**src/rtl/audio_pkg.sv**
```systemverilog
// Shared audio types: sample width, stereo pair payload and underrun counter width.
package audio_pkg;

  localparam int unsigned SAMPLE_W       = 16;
  localparam int unsigned UNDERRUN_CNT_W = 16;

  typedef struct packed {
    logic [SAMPLE_W-1:0] left;
    logic [SAMPLE_W-1:0] right;
  } stereo_sample_t;

endpackage

```
**src/rtl/sample_feeder_if.sv**
```systemverilog
// Producer-side handshake and codec-side data/status bundle of the sample feeder.
import audio_pkg::*;

interface sample_feeder_if #(
  parameter int unsigned ADDR_W = 4
);
  logic [SAMPLE_W-1:0]       in_left;
  logic [SAMPLE_W-1:0]       in_right;
  logic                      in_valid;
  logic                      in_ready;
  logic [SAMPLE_W-1:0]       data_left;
  logic [SAMPLE_W-1:0]       data_right;
  logic [ADDR_W:0]           fill_level;
  logic                      underrun;
  logic [UNDERRUN_CNT_W-1:0] underrun_count;

  modport master (
    output in_left, in_right, in_valid,
    input  in_ready, data_left, data_right, fill_level, underrun, underrun_count
  );

  modport slave (
    input  in_left, in_right, in_valid,
    output in_ready, data_left, data_right, fill_level, underrun, underrun_count
  );
endinterface

```
**src/rtl/lrclk_sync.sv**
```systemverilog
// Brings an asynchronous codec LR clock into the clk domain and emits a one-cycle
// registered strobe on each rising edge (asserts on the 3rd clk edge after the rise).
module lrclk_sync (
  input  logic clk,
  input  logic rst,
  input  logic daclrc,
  output logic frame_stb
);

  logic sync_1;
  logic sync_2;
  logic sync_d;

  always_ff @(posedge clk or posedge rst) begin
    if (rst) begin
      sync_1    <= 1'b0;
      sync_2    <= 1'b0;
      sync_d    <= 1'b0;
      frame_stb <= 1'b0;
    end else begin
      sync_1    <= daclrc;
      sync_2    <= sync_1;
      sync_d    <= sync_2;
      frame_stb <= sync_2 & ~sync_d;
    end
  end

endmodule

```
**src/rtl/sample_feeder.sv**
```systemverilog
// Stereo FIFO feeding the codec serializer one pair per daclrc frame.
// Build option SAMPLE_FEEDER_ZERO_ON_UNDERRUN_EN: output silence on underrun instead of repeating.
import audio_pkg::*;

module sample_feeder #(
  parameter int unsigned DEPTH  = 16,
  parameter int unsigned ADDR_W = 4
) (
  input  logic                   clk,
  input  logic                   rst,
  input  logic                   daclrc,
  sample_feeder_if.slave         bus
);

  localparam int unsigned CNT_W = ADDR_W + 1;

  stereo_sample_t              mem [DEPTH];
  stereo_sample_t              data_q;
  logic [ADDR_W-1:0]           wr_ptr;
  logic [ADDR_W-1:0]           rd_ptr;
  logic [CNT_W-1:0]            count;
  logic                        underrun_q;
  logic [UNDERRUN_CNT_W-1:0]   underrun_cnt_q;
  logic                        frame_stb;
  logic                        in_ready_c;
  logic                        fifo_empty_c;
  logic                        push_c;
  logic                        pop_c;
  logic                        und_c;

  lrclk_sync u_lrclk_sync (
    .clk       (clk),
    .rst       (rst),
    .daclrc    (daclrc),
    .frame_stb (frame_stb)
  );

  // A full FIFO refuses the push even when a pop frees a slot in the same cycle.
  assign in_ready_c   = !rst && (count != CNT_W'(DEPTH));
  assign fifo_empty_c = (count == '0);
  assign push_c       = bus.in_valid && in_ready_c;
  assign pop_c        = frame_stb && !fifo_empty_c;
  assign und_c        = frame_stb && fifo_empty_c;

  // Sample storage, no reset needed.
  always_ff @(posedge clk) begin
    if (push_c) begin
      mem[wr_ptr] <= stereo_sample_t'{left: bus.in_left, right: bus.in_right};
    end
  end

  // Pointers and occupancy.
  always_ff @(posedge clk or posedge rst) begin
    if (rst) begin
      wr_ptr <= '0;
      rd_ptr <= '0;
      count  <= '0;
    end else begin
      if (push_c) wr_ptr <= wr_ptr + ADDR_W'(1);
      if (pop_c)  rd_ptr <= rd_ptr + ADDR_W'(1);
      case ({push_c, pop_c})
        2'b10:   count <= count + CNT_W'(1);
        2'b01:   count <= count - CNT_W'(1);
        default: count <= count;
      endcase
    end
  end

  // Codec-facing pair, underrun pulse and saturating underrun counter.
  always_ff @(posedge clk or posedge rst) begin
    if (rst) begin
      data_q         <= '0;
      underrun_q     <= 1'b0;
      underrun_cnt_q <= '0;
    end else begin
      underrun_q <= und_c;
      if (pop_c) begin
        data_q <= mem[rd_ptr];
      end
`ifdef SAMPLE_FEEDER_ZERO_ON_UNDERRUN_EN
      else if (und_c) begin
        data_q <= '0;
      end
`endif
      if (und_c && (underrun_cnt_q != '1)) begin
        underrun_cnt_q <= underrun_cnt_q + UNDERRUN_CNT_W'(1);
      end
    end
  end

  assign bus.in_ready       = in_ready_c;
  assign bus.data_left      = data_q.left;
  assign bus.data_right     = data_q.right;
  assign bus.fill_level     = count;
  assign bus.underrun       = underrun_q;
  assign bus.underrun_count = underrun_cnt_q;

endmodule

```
**src/flat_wrapper.sv**
```systemverilog
// flat-port wrapper written by rule: the top's interface ports become plain ports
module sample_feeder_flat 
#(
  parameter int unsigned DEPTH  = 16,
  parameter int unsigned ADDR_W = 4
)
  (clk, rst, daclrc, bus_in_left, bus_in_right, bus_in_valid, bus_in_ready, bus_data_left, bus_data_right, bus_fill_level, bus_underrun, bus_underrun_count);
  sample_feeder_if #(.ADDR_W(ADDR_W)) bus_i ();
  input  logic clk;
  input  logic rst;
  input  logic daclrc;
  input wire logic [$bits(bus_i.in_left)-1:0] bus_in_left;
  input wire logic [$bits(bus_i.in_right)-1:0] bus_in_right;
  input wire logic [$bits(bus_i.in_valid)-1:0] bus_in_valid;
  output wire logic [$bits(bus_i.in_ready)-1:0] bus_in_ready;
  output wire logic [$bits(bus_i.data_left)-1:0] bus_data_left;
  output wire logic [$bits(bus_i.data_right)-1:0] bus_data_right;
  output wire logic [$bits(bus_i.fill_level)-1:0] bus_fill_level;
  output wire logic [$bits(bus_i.underrun)-1:0] bus_underrun;
  output wire logic [$bits(bus_i.underrun_count)-1:0] bus_underrun_count;
  assign bus_i.in_left = bus_in_left;
  assign bus_i.in_right = bus_in_right;
  assign bus_i.in_valid = bus_in_valid;
  assign bus_in_ready = bus_i.in_ready;
  assign bus_data_left = bus_i.data_left;
  assign bus_data_right = bus_i.data_right;
  assign bus_fill_level = bus_i.fill_level;
  assign bus_underrun = bus_i.underrun;
  assign bus_underrun_count = bus_i.underrun_count;
  sample_feeder #(.DEPTH(DEPTH), .ADDR_W(ADDR_W)) u_core (.clk(clk), .rst(rst), .daclrc(daclrc), .bus(bus_i));
endmodule
```
**config.mk**
```make
export PLATFORM = sky130hd
export DESIGN_NAME = sample_feeder_flat
export DESIGN_NICKNAME = d
export VERILOG_FILES = /design/src/rtl/audio_pkg.sv /design/src/rtl/sample_feeder_if.sv /design/src/rtl/lrclk_sync.sv /design/src/rtl/sample_feeder.sv /design/src/flat_wrapper.sv
export SDC_FILE = /design/constraint.sdc
export NUM_CORES = 1
export LEC_CHECK = 0
export BUFFER_PORTS_ARGS = -buffer_cell sky130_fd_sc_hd__buf_2
export CAP_MARGIN = 20
export CELL_PAD_IN_SITES_DETAIL_PLACEMENT = 1
export CELL_PAD_IN_SITES_GLOBAL_PLACEMENT = 1
export CORE_UTILIZATION = 54
export DETAILED_ROUTE_END_ITERATION = 6
export MAX_ROUTING_LAYER = met4
export PLACE_DENSITY = 0.81
export SLEW_MARGIN = 20
export SYNTH_ARGS = -nofsm -noshare
export SYNTH_HDL_FRONTEND = slang
export SYNTH_SLANG_ARGS = --single-unit
```
**constraint.sdc**
```tcl
create_clock -name clk -period 5.4 [get_ports clk]
set_input_delay 0.81 -clock clk [delete_from_list [all_inputs] [get_ports clk]]
set_output_delay 0.81 -clock clk [all_outputs]
set_load 0.05 [all_outputs]
```
==> metrics.md <==
| Metric | Value |
|---|---|
| DR pass1 iterations | 5 |
| Core ar. | 40800 sq um |
| All-Layer GR Usage | 25.4% |
| Drt via density | 6.23 |
| WP buf/inv | 1 |
| Post-synth EDFFs | 512 |
| CP max stage delay | 720 ps |
| Crit share post-route | 59.4% |
| Post-synthesis sequential area ratio | 76.3% |
| Max stage delay cell, worst path | nor3_4 |
| Worst VDD drop | 457 uV |
| Commonest non-fill, non-tap cell in the layout | edfxtp_1 |
| Startpoint Class | flop |
| DRC | 0 |
| WS Path Type | reg -> reg |
| Critical path endpoint | u_core.mem[3][14]$_DFFE_PP_ |
| Top_reg_cell synth | edfxtp_1 |
| Worst skew pair latency | 610 ps |
| Max_slew headroom | 27.4% |
| Final hold vios | 0 |
| Cells on worst reg2reg path | 5 |
| Overall routed net length | 49800 microns |
| IO Count | 91 |
| Post-CTS setup buffer count | 0 |
| Levels on crit path | 5 |
| Post-DRT Antenna Nets | 0 |
| Row count | 74 |
| TNS Setup | 0 ps |
| Synthesized net count | 1077 |
| Die Area | 42100 sq um |
| Wire per inst | 28.9 microns |
| Initial DRC count | 878 |
| RSZ-0062 raised after global routing | no |
| CP cell instances | nor4_4, a211oi_2, nand2_1, nor3_4, buf_12 |
| GP Congestion | 0.788 |
| Async S/R FF share, synth | 11.4% |
| Hold Path Class | in -> async |
| CTS tree | built |
| CP required | 5690 ps |
| Family with the most delay on the worst path | simple AND/OR/NAND/NOR gates |
| Share of post-route cells with drive strength above 1 | 29.9% |
| Synthesis Warnings | 0 |
| Worst setup path start | u_core.bus.fill_level[2]$_DFFE_PP0P_ |
| Post-Syn Area per Cell | 21.6 sq um |
| Met3 WL | 2470 microns |
| Critical R2R Capture | u_core.mem[3][14]$_DFFE_PP_ |
| Clock H-tree levels | 2 |
| Fillers | 3349 |
| Initial Util | 54.6% |
| Initial antenna violation count | 0 |
| DR WL met2 | 25700 microns |
| Critical path endpoint category | flop |
| CP Max Fanout | 22 |
| DR top layer | met4 |
| Status | complete, no violations |
| Clock buffer depth | 3 |
| Final worst setup slack | 2190 ps |
| Detailed-route via count | 10700 |
| M1 WL | 20600 microns |
| CTS hold repair buffers | 0 |
| Largest net degree at the start of global routing | 67 |
| Most frequent cells in the layout | edfxtp_1, mux4_2, buf_2 |
| Fmax | 0.312 GHz |
| Cts repair resizes | 0 |
| Max-cap violations | 0 |
| Root Driver | clkbuf_16 |
| Worst Clk Skew | 20.4 ps |
| Cell Area, Synth | 22300 sq um |
| Nets | 1191 |
| R2r startpoint | u_core.bus.fill_level[2]$_DFFE_PP0P_ |
| Reg2Reg Setup Slack | 2190 ps |
| Mapped Cells | 1031 |
| CTS Sinks | 578 |
| Placed cell area | 23400 sq um |
| Yosys cell types | 55 |
| Port-buffer cells | 90 |
| Final Max Tran Viols | 0 |
| Grt ovf | 0 |
| Power Dens Cells | 509 nW/um^2 |
| Synth-to-Final Area Change | 13.4% |
| Die Y | 205 microns |
| Die W | 205 microns |
| Final setup vio count | 0 |
| Pre-CTS setup slack | 1720 ps |
| LEAKAGE | 0.00861 uW |
| Slew @ Worst Pin | 1090 ps |
| CTS clk-pin slew, worst paths | 60 ps |
| Design Area, Final | 25300 sq um |
| Period minus WS final | 3210 ps |
| Dpl hpwl | 27800 microns |
| Vias in the first global route | 11600 |
| Global-route wire length before repair | 74900 microns |
| Synth Register Bits | 578 |
| TritonCTS Buffers | 56 |
| ANT cells | 0 |
| Critical Path AT | 3500 ps |
flip-flops by register name (all words and copies together), names as in the netlist:
name / flops
u_core.wr_ptr: 4
u_core.mem: 512
u_core.u_lrclk_sync.sync_1: 1
u_core.u_lrclk_sync.sync_2: 1
u_core.bus.data_right: 16
u_core.bus.underrun: 1
u_core.u_lrclk_sync.frame_stb: 1
u_core.rd_ptr: 4
u_core.bus.underrun_count: 16
u_core.bus.fill_level: 5
u_core.bus.data_left: 16
u_core.u_lrclk_sync.sync_d: 1
logic make-up after synthesis:
kind of cell	Yosys count	share of synthesized area, %
AO/OA/AOI/OAI	119	3.82
XOR/XNOR	26	1.02
adder cells (fa/ha/maj)	10	0.561
buffers and inverters	66	1.93
flip-flops	578	76.3
multiplexers	162	14.5
AND/OR/NAND/NOR	70	1.82
power breakdown:
group          internal [uW]  leakage (uW)  switching [uW]
Clock                   2250      0.000901            1650
Sequential              5240       0.00544             357
Combinational           1370       0.00228            2000
Total                   8870       0.00861            4000
worst min-delay path by stage:
stage	endpoint	slack [ps]
6_report	u_core.bus.underrun_count[0]$_DFFE_PP0P_	290
5_1_grt	u_core.u_lrclk_sync.sync_1$_DFF_PP0_	300
4_1_cts	u_core.bus.underrun_count[0]$_DFFE_PP0P_	270
3_5_place_dp	u_core.u_lrclk_sync.sync_2$_DFF_PP0_	350
3_3_place_gp	u_core.u_lrclk_sync.sync_2$_DFF_PP0_	350
2_1_floorplan	u_core.u_lrclk_sync.sync_2$_DFF_PP0_	330
layer usage:
metal	vias up	GRT usage (%)
met5	-	-
met1	5770	33.5
li1	4530	-
met4	0	7.14
met3	75	3.71
met2	364	41.9
cell type report:
| class | instances | area [sq um] | share of cell area, % |
|---|---|---|---|
| Sequential cell | 578 | 17000 | 67.3 |
| Multi-Input combinational cell | 387 | 4980 | 19.7 |
| Clock buffer | 73 | 1510 | 5.95 |
| Timing Repair Buffer | 113 | 773 | 3.05 |
| Tap cell | 532 | 666 | 2.63 |
| Clock inverter | 32 | 315 | 1.25 |
| Inverter | 9 | 36.3 | 0.143 |
synthesized netlist by cell type, drive strengths merged (4+ instances only):
| library cell | count | area share (%) |
|---|---|---|
| o22ai | 32 | 0.90 |
| o21ai | 5 | 0.11 |
| xnor2 | 18 | 0.71 |
| nand4 | 6 | 0.17 |
| nand2 | 16 | 0.27 |
| nand2b | 4 | 0.11 |
| and3 | 7 | 0.20 |
| inv | 8 | 0.13 |
| a211oi | 34 | 1.2 |
| ha | 10 | 0.56 |
| clkbuf | 11 | 0.20 |
| and4 | 4 | 0.16 |
| nor2 | 14 | 0.24 |
| a21o | 33 | 1.1 |
| xor2 | 8 | 0.31 |
| dfrtp | 66 | 7.4 |
| buf | 46 | 1.6 |
| edfxtp | 512 | 69 |
| nor3 | 5 | 0.11 |
| mux2i | 32 | 1.4 |
| mux4 | 128 | 13 |
| a21oi | 4 | 0.090 |
worst reg2reg max path, stage by stage, from the launching register on:
cell and delay, ps:
dfrtp_1 560, nor4_4 130, a211oi_2 710, nand2_1 480, nor3_4 720, buf_12 290
stage by stage:
step / hold WS, ps / util (%) / total power (uW) / instances
floorplan: 331 / - / 8200 / 1031
global placement: 348 / 57.1 / 8910 / 1613
detailed placement: 352 / 57.2 / 9050 / 1614
CTS: 274 / 61.7 / 13000 / 1719
global route: 303 / 62.0 / 13300 / 1724
finish: 294 / 62.0 / 12900 / 1724
No activity file was read; power rests on OpenSTA's default activity.
